$ cat src/rtl/bidir_bus_ctrl.sv
// Direction-sequencing controller for a bidirectional pad bank.
// Converts a write/read command stream into contention-free drive/release
// sequences with programmable turnaround, synchronizes pad input into
// one-shot read responses, and parks (releases) an idle driven bus.
module bidir_bus_ctrl #(
  parameter int WIDTH       = 8,
  parameter int TURNAROUND  = 2,
  parameter int SYNC_STAGES = 2,
  parameter int PARK_CYCLES = 16
) (
  input  logic             clock,
  input  logic             reset,
  input  logic             cmd_valid,
  output logic             cmd_ready,
  input  logic             cmd_write,
  input  logic [WIDTH-1:0] cmd_data,
  output logic             rsp_valid,
  output logic [WIDTH-1:0] rsp_data,
  input  logic [WIDTH-1:0] pad_i,
  output logic [WIDTH-1:0] pad_o,
  output logic             pad_t
);

  localparam int MAXC = (TURNAROUND > SYNC_STAGES) ? TURNAROUND : SYNC_STAGES;
  localparam int CW   = $clog2(MAXC + 1);
  localparam int PW   = (PARK_CYCLES > 0) ? $clog2(PARK_CYCLES + 1) : 1;

  localparam logic [CW-1:0] TA_LAST   = CW'(TURNAROUND - 1);
  localparam logic [CW-1:0] SYNC_LAST = CW'(SYNC_STAGES - 1);
  localparam logic [PW-1:0] PARK_MAX  = PW'(PARK_CYCLES);

  typedef enum logic [2:0] {
    S_LISTEN,
    S_TA_OUT,
    S_DRIVE,
    S_TA_IN,
    S_SAMPLE
  } state_t;

  state_t           state;
  logic [CW-1:0]    cnt;
  logic [PW-1:0]    park_cnt;
  logic [WIDTH-1:0] wdata;
  logic [WIDTH-1:0] sync_q [SYNC_STAGES];
  logic             accept;

  // Command handshake: ready depends on state only.
  always_comb begin
    cmd_ready = (state == S_LISTEN) || (state == S_DRIVE);
    accept    = cmd_valid && cmd_ready;
  end

  // Free-running pad input synchronizer.
  always_ff @(posedge clock or posedge reset) begin
    if (reset) begin
      for (int unsigned i = 0; i < unsigned'(SYNC_STAGES); i++) sync_q[i] <= '0;
    end else begin
      sync_q[0] <= pad_i;
      for (int unsigned i = 1; i < unsigned'(SYNC_STAGES); i++) sync_q[i] <= sync_q[i-1];
    end
  end

  // Direction FSM with registered pad and response outputs.
  always_ff @(posedge clock or posedge reset) begin
    if (reset) begin
      state     <= S_LISTEN;
      cnt       <= '0;
      park_cnt  <= '0;
      wdata     <= '0;
      pad_t     <= 1'b1;
      pad_o     <= '0;
      rsp_valid <= 1'b0;
      rsp_data  <= '0;
    end else begin
      rsp_valid <= 1'b0;
      case (state)
        S_LISTEN: begin
          if (accept) begin
            cnt <= '0;
            if (cmd_write) begin
              // Held aside so pad_o keeps its old value while still released.
              wdata    <= cmd_data;
              park_cnt <= '0;
              state    <= S_TA_OUT;
            end else begin
              state <= S_SAMPLE;
            end
          end
        end
        S_TA_OUT: begin
          if (cnt == TA_LAST) begin
            pad_o <= wdata;
            pad_t <= 1'b0;
            state <= S_DRIVE;
          end else begin
            cnt <= cnt + CW'(1);
          end
        end
        S_DRIVE: begin
          // An accepted command takes priority over the park timeout.
          if (accept) begin
            if (cmd_write) begin
              pad_o    <= cmd_data;
              park_cnt <= '0;
            end else begin
              pad_t <= 1'b1;
              cnt   <= '0;
              state <= S_TA_IN;
            end
          end else if (PARK_CYCLES != 0) begin
            if (park_cnt == PARK_MAX) begin
              pad_t <= 1'b1;
              state <= S_LISTEN;
            end else begin
              park_cnt <= park_cnt + PW'(1);
            end
          end
        end
        S_TA_IN: begin
          if (cnt == TA_LAST) begin
            cnt   <= '0;
            state <= S_SAMPLE;
          end else begin
            cnt <= cnt + CW'(1);
          end
        end
        S_SAMPLE: begin
          if (cnt == SYNC_LAST) begin
            rsp_data  <= sync_q[SYNC_STAGES-1];
            rsp_valid <= 1'b1;
            state     <= S_LISTEN;
          end else begin
            cnt <= cnt + CW'(1);
          end
        end
        default: begin
          pad_t <= 1'b1;
          state <= S_LISTEN;
        end
      endcase
    end
  end

endmodule

$ cat config.mk
export PLATFORM = sky130hd
export DESIGN_NAME = bidir_bus_ctrl
export DESIGN_NICKNAME = d
export VERILOG_FILES = /design/src/rtl/bidir_bus_ctrl.sv
export SDC_FILE = /design/constraint.sdc
export NUM_CORES = 1
export LEC_CHECK = 0
export BUFFER_PORTS_ARGS = -buffer_cell sky130_fd_sc_hd__clkbuf_2
export CAP_MARGIN = 10
export CORE_MARGIN = 10
export CORE_UTILIZATION = 37
export CTS_BUF_LIST = sky130_fd_sc_hd__clkbuf_2 sky130_fd_sc_hd__clkbuf_4 sky130_fd_sc_hd__clkbuf_8
export DETAILED_ROUTE_END_ITERATION = 12
export GPL_ROUTABILITY_DRIVEN = 0
export SLEW_MARGIN = 30
export SYNTH_ARGS = -nofsm -noshare
export SYNTH_HDL_FRONTEND = slang
export SYNTH_SLANG_ARGS = --single-unit
$ cat constraint.sdc
create_clock -name clock -period 2.2 [get_ports clock]
set_clock_uncertainty 0.2 [all_clocks]
set_input_delay 0.55 -clock clock [delete_from_list [all_inputs] [get_ports clock]]
set_output_delay 0.55 -clock clock [all_outputs]
set_load 0.005 [all_outputs]
## Word-level counts from Yosys, hierarchy flattened

Index checks and enable logic that the tools add are counted.

| operators by class | value |
|---|---|
| shift operators | 0 |
| bitwise operators | 1 |
| $mul | 0 |
| reduce and logical (&&, ||, !) cells | 15 |
| equality and inequality tests | 17 |
| add/sub/neg operators | 2 |
| mux-type cells | 31 |
| order comparisons | 0 |
| divide/modulo/power cells | 0 |

Operator list:

| cell | number |
|---|---|
| $mux W3 | 8 |
| $mux W8 | 3 |
| $mux W5 | 4 |
| $ne A2 B2 Y1 const B | 8 |
| $pmux W8 S2 | 1 |
| $pmux W3 S5 | 1 |
| $mux W2 | 5 |
| $pmux W5 S2 | 1 |
| $pmux W2 S4 | 1 |
| $reduce_and A4 Y1 | 2 |
| $eq A3 B2 Y1 const B | 2 |
| $mux W1 | 6 |
| $ne A3 B3 Y1 const B | 2 |
| $reduce_and A3 Y1 | 2 |
| $reduce_and A6 Y1 | 1 |
| $add A5 B1 Y5 const B | 1 |
| $eq A5 B5 Y1 const B | 1 |
| $reduce_and A5 Y1 | 1 |
| $reduce_bool A2 Y1 | 2 |
| $reduce_bool A4 Y1 | 1 |
| $eq A3 B1 Y1 const B | 1 |
| $eq A3 B3 Y1 const B | 1 |
| $logic_not A3 Y1 | 1 |
| $ne A3 B2 Y1 const B | 1 |
| other kinds (9) | 9 |

| storage, ports and cells | value |
|---|---|
| bits in writable memories | 0 |
| logic and storage cells | 76 |
| register bits after elaboration | 52 |
| memories kept | 0 |
| latch bits | 0 |
| ROM bits | 0 |
| output and inout port bits | 19 |
| input bits | 20 |

## Longest topological paths before layout

| logic depth | value |
|---|---|
| depth in word-level cells | 5 |
| mapped depth | 8 |
| gate-level depth less buffers | 6 |

## Worst setup path before layout

OpenSTA, ideal clock, no wires.

| timing path | value |
|---|---|
| path kind | flip-flop to flip-flop |
| from | register cnt[0] |
| to | register state[2] |
| data arrival time | 1624 ps |
| data required time | 1880 ps |
| buffers on the path | 1 |
| cell stages (with the launch flop) | 7 |
| setup slack | 256 ps |
| library setup time | 120 ps |
| clock period less this slack | 1944 ps |
| cells stage by stage | dfrtp_1 ha_1 buf_2 or3b_2 a21oi_2 nor3_2 a31o_1 |

| on the way | value |
|---|---|
| longest elaborated chain between the ends | 3 |
| elaborated cells on any way between the ends | 5 |
| classes of those cells | eq/ne (4); reduce/logical (1) |

Ends and longest elaborated chain:

| what | RTL line | RTL |
|---|---|---|
| from (decl) | 41 | `logic [CW-1:0] cnt;` |
| from (signal assigned) | 96 | `cnt <= cnt + CW'(1);` |
| from (signal assigned) | 124 | `cnt <= cnt + CW'(1);` |
| from (signal assigned) | 133 | `cnt <= cnt + CW'(1);` |
| $eq A2 B1 Y1 (*) | 91, 120, 128 |  |
| $ne A2 B2 Y1 (no line) | n/a |  |
| $reduce_and A6 Y1 (no line) (*) | n/a |  |
| to (signal assigned) | 94 | `state <= S_DRIVE;` |
| to (signal assigned) | 122 | `state <= S_SAMPLE;` |
| to (signal assigned) | 131 | `state <= S_LISTEN;` |
| to (decl) | 40 | `state_t state;` |

Every way passes the cells marked *; elsewhere a longest branch is shown, timed or not.
A chain may end at the register's enable or synchronous reset.

## Final worst setup path

| timing path | value |
|---|---|
| from | register state[2] |
| to | output cmd_ready |

| on the way | value |
|---|---|
| longest elaborated chain between the ends | 2 |
| elaborated cells on any way between the ends | 3 |
| classes of those cells | eq/ne (1); reduce/logical (2) |

Ends and longest elaborated chain:

| what | RTL line | RTL |
|---|---|---|
| from (signal assigned) | 66 | `state <= S_LISTEN;` |
| from (signal assigned) | 84 | `state <= S_TA_OUT;` |
| from (signal assigned) | 86 | `state <= S_SAMPLE;` |
| $eq A3 B2 Y1 / $logic_not A3 Y1 (equally long branches) | 49 | `cmd_ready = (state == S_LISTEN) \|\| (state == S_DRIVE);` |
| $logic_or A1 B1 Y1 (*) | 49 |  |
| to (decl) | 14 | `output logic cmd_ready,` |

Marked as above.

==> results.md <==
- The run finished with clean final reports.
- In the final layout, the multi-input gates occupy between 800 and 900 um^2.
- Clock latency on the worst-skew pair, taken at its later pin, is 0.30 ns.
- Of the synthesized area, sequential elements account for 0.581.
- Synthesis produced a netlist whose cell count is 172.
- STA puts the critical path data required time at 1.45 ns.
- The most used flip-flop cell after synthesis is sky130_fd_sc_hd__dfrtp_1.
- The total overflow left after global routing is 0.
- The worst relative slew slack is 0.726.
- Measured along the y axis, the die boundary spans a little under 100 um.
- The first global-routing pass estimated 7.43 mm of wire.
- The count of filler cells inserted in the layout is 573.
- Entering global routing, the biggest net connects 53 pins.
- The post-detailed-placement half-perimeter wirelength is between 3 and 4 mm.
- The number of antenna violations at the first check in global routing was 0.
- In this run the horizontal extent of the chip is 97.8 um.
- The CTS root buffer is sky130_fd_sc_hd__clkbuf_8.
- In this run the worst path has a maximum fanout of 10.
- Dividing the detail-routed wire length by the instance count gives approximately 14 um.
- A synthesized cell averages 13.0 um^2.
- The number of pins with negative max-slew slack in the final report is 0.
- Yosys printed 0 warnings.
- In the routed layout, each cell is associated on average with a via count of 4.80.
- The worst register-to-register path begins at cnt[0].
- The TritonCTS buffer count is 5.
- The total wire length is 4.28 mm.
- The total number of nets in the final design is between 200 and 250.
- TritonCTS built the clock tree.
- The count of cells resized by post-cts repair is 0.
- The capture point of the worst reg-to-reg path is state[2].
- The number of cell rows is 28.
- Counting along the longest clock path gives a buffer depth of 2.
- The data arrival time of the critical path is roughly 1.2 ns.
- The post-detailed-route count of antenna-violating nets is 0.
- The initial utilization of the core area, before any placement, comes to 0.381.
- The post-CTS setup buffer count is 0.
- The first TritonRoute pass finished after 4 iterations.
- The layout overhead on the synthesized area is 18.8%.
- The type of the setup path with the least slack is flip-flop to output port.
- The final period utilization is 0.900.
- Ranked by total cell area, the synthesized netlist is headed by sky130_fd_sc_hd__dfrtp_1 57%, sky130_fd_sc_hd__mux2_2 9.5%, sky130_fd_sc_hd__mux2i_1 5.4%.
- Setup violations remaining at the end of the flow were counted as 0.
- The count of buffers from port buffering is 38.
- The number of buffers inserted for hold repair after clock tree synthesis is 0.
- The synthesized area is 0.00224 mm^2.
- The area share of the largest cell type after synthesis is 0.569.
- In the routed design, unresolved DRC markers number 0.
- Setup repair after global routing left no endpoint under its margin.
- Setup total negative slack on the finished layout was measured at 0 ns.
- The tree built by TritonCTS fans out to 52 sinks.
- The synthesized design contains 52 register bits.
- The tool flagged a number of max-cap violations equal to 0.
- The tightest min-delay check is of the input pin to async pin type.
- The clock transition at the register clock pins on the worst setup and hold paths after CTS is ~0.10 ns.
- 0 antenna diodes ended up in the layout.
- In this run the power density over the cells is approximately 1200 mW/mm^2.
- The number of library cell types mapped by synthesis is 39.
- In the layout the commonest cells are 51 x sky130_fd_sc_hd__dfrtp_1, 38 x sky130_fd_sc_hd__clkbuf_2, 19 x sky130_fd_sc_hd__mux2_2.
- For this block, the initial DRC count from the detailed router was 74.
- The design area is ~0.0027 mm^2.
- The region available for standard cell placement spans 0.00589 mm^2.
- The clock tree synthesis step divided the H-tree into 2 levels.
- The number of enable-type register cells in the synthesized netlist is 0.
- The setup check on the worst reg-to-reg path leaves a slack of 0.23 ns.
- The largest total area in the synthesized netlist belongs to sky130_fd_sc_hd__dfrtp_1.
- The via count of the first global-routing pass is 1464.
- The largest voltage drop on the vdd net is 626 uV.
- The cell area after placement is about 0.0026 mm^2.
- The worst setup path is captured at an output port.
- Synthesis produced a netlist with a net count of roughly 200.
- The post-layout minimum cycle time is 1.98 ns.
- 39 I/O pins were placed.
- The achievable clock frequency is 505 MHz.
- The sequential cells in the finished layout cover a total of 0.00130 mm^2.
- The leading cell type in the layout, fill and taps excluded is sky130_fd_sc_hd__dfrtp_1.
- The type of element launching the critical path is a flip-flop.
- The worst-margin pin slew is ~0.41 ns.
- The total via count in the routed design is 1430.
- In the global route stage, overall resource usage came out at 0.0918.
- In the synthesized netlist the async set-or-reset flop fraction comes to 1.00.
- The full die area is 0.00957 mm^2.
- The number of endpoints with negative hold slack in the final report is 0.
- For the worst flop-to-flop path, the logic depth is 5.
- The share of layout cells above drive strength 1 is 0.399.
- The leakage component of the power is about 1.2 nW.
worst max-delay path, stage by stage, from the launching register on:
cell                       delay [ns]
sky130_fd_sc_hd__dfrtp_1         0.45
sky130_fd_sc_hd__buf_4           0.22
sky130_fd_sc_hd__nor2_1          0.13
sky130_fd_sc_hd__clkbuf_2        0.13
synthesized netlist by cell type (2+ instances only):
cell / count
sky130_fd_sc_hd__nand3b_1: 2
sky130_fd_sc_hd__buf_4: 3
sky130_fd_sc_hd__a21oi_2: 2
sky130_fd_sc_hd__dfrtp_1: 51
sky130_fd_sc_hd__nand3_1: 2
sky130_fd_sc_hd__buf_6: 2
sky130_fd_sc_hd__buf_2: 2
sky130_fd_sc_hd__inv_1: 8
sky130_fd_sc_hd__mux2i_1: 12
sky130_fd_sc_hd__o21ai_0: 5
sky130_fd_sc_hd__nor2_1: 13
sky130_fd_sc_hd__o2bb2ai_1: 2
sky130_fd_sc_hd__ha_1: 4
sky130_fd_sc_hd__a2bb2oi_1: 2
sky130_fd_sc_hd__nand2_1: 9
sky130_fd_sc_hd__mux2_2: 19
sky130_fd_sc_hd__a21oi_1: 10
sky130_fd_sc_hd__xor2_1: 3
report_power, final:
part / leakage [nW] / total (mW) / internal, mW / switching, mW
combinational: 0.550 / 1.28 / 0.682 / 0.602
sequential: 0.627 / 1.47 / 1.26 / 0.211
clock: 0.0490 / 0.559 / 0.240 / 0.319
registers in the layout, summed over array words and instances (netlist names):
register,count
rsp_data,8
park_cnt,5
sync_q,16
pad_t,1
state,3
rsp_valid,1
wdata,8
pad_o,8
cnt,2
kinds of logic (layout without fill, tap and decap cells):
family | count (synthesis) | after routing | synth area share
AOI/OAI and AO/OA | 28 | 28 | 0.0837
xor gates and xnor gates | 3 | 3 | 0.0117
adders and majority gates | 4 | 4 | 0.0223
buffers and inverters | 15 | 66 | 0.0379
DFF | 52 | 52 | 0.581
muxes | 31 | 31 | 0.149
and+or+nand+nor | 39 | 39 | 0.114
routing by layer:
metal / global-route usage / wire [um]
met1: 0.126 / 2090
met3: 0.0381 / 247
met4: 0.0201 / 14
met5: 0 / 0
met2: 0.131 / 1930
final cells by class:
class	count	area share
clock inverters	2	0.00517
repair buffers	50	0.110
well taps	75	0.0352
multi-input cells	105	0.321
clock buffers	6	0.0287
inverters	8	0.0113
flip-flops and latches	52	0.489
worst max-delay path by stage:
stage                     start     endpoint  slack [ns]
detailed placement    cmd_valid     state[2]        0.18
global placement      cmd_valid     state[2]        0.19
global route        park_cnt[0]  park_cnt[2]        0.08
floorplan                 reset       cnt[0]        0.19
finish                 state[2]    cmd_ready        0.22
CTS                    state[2]    cmd_ready        0.20
per-stage QoR:
stage | hold WS, ns | utilization | worst slack, ns | std cells | total power [mW]
2_1_floorplan | 0.131 | - | 0.194 | 172 | 2.34
3_3_place_gp | 0.132 | 0.437 | 0.192 | 290 | 2.76
3_5_place_dp | 0.135 | 0.437 | 0.182 | 290 | 2.79
4_1_cts | 0.0728 | 0.453 | 0.202 | 298 | 3.36
5_1_grt | 0.0741 | 0.453 | 0.0771 | 298 | 3.58
6_report | 0.0656 | 0.453 | 0.220 | 298 | 3.31
Note: power is estimated with default switching activity, not from simulation.
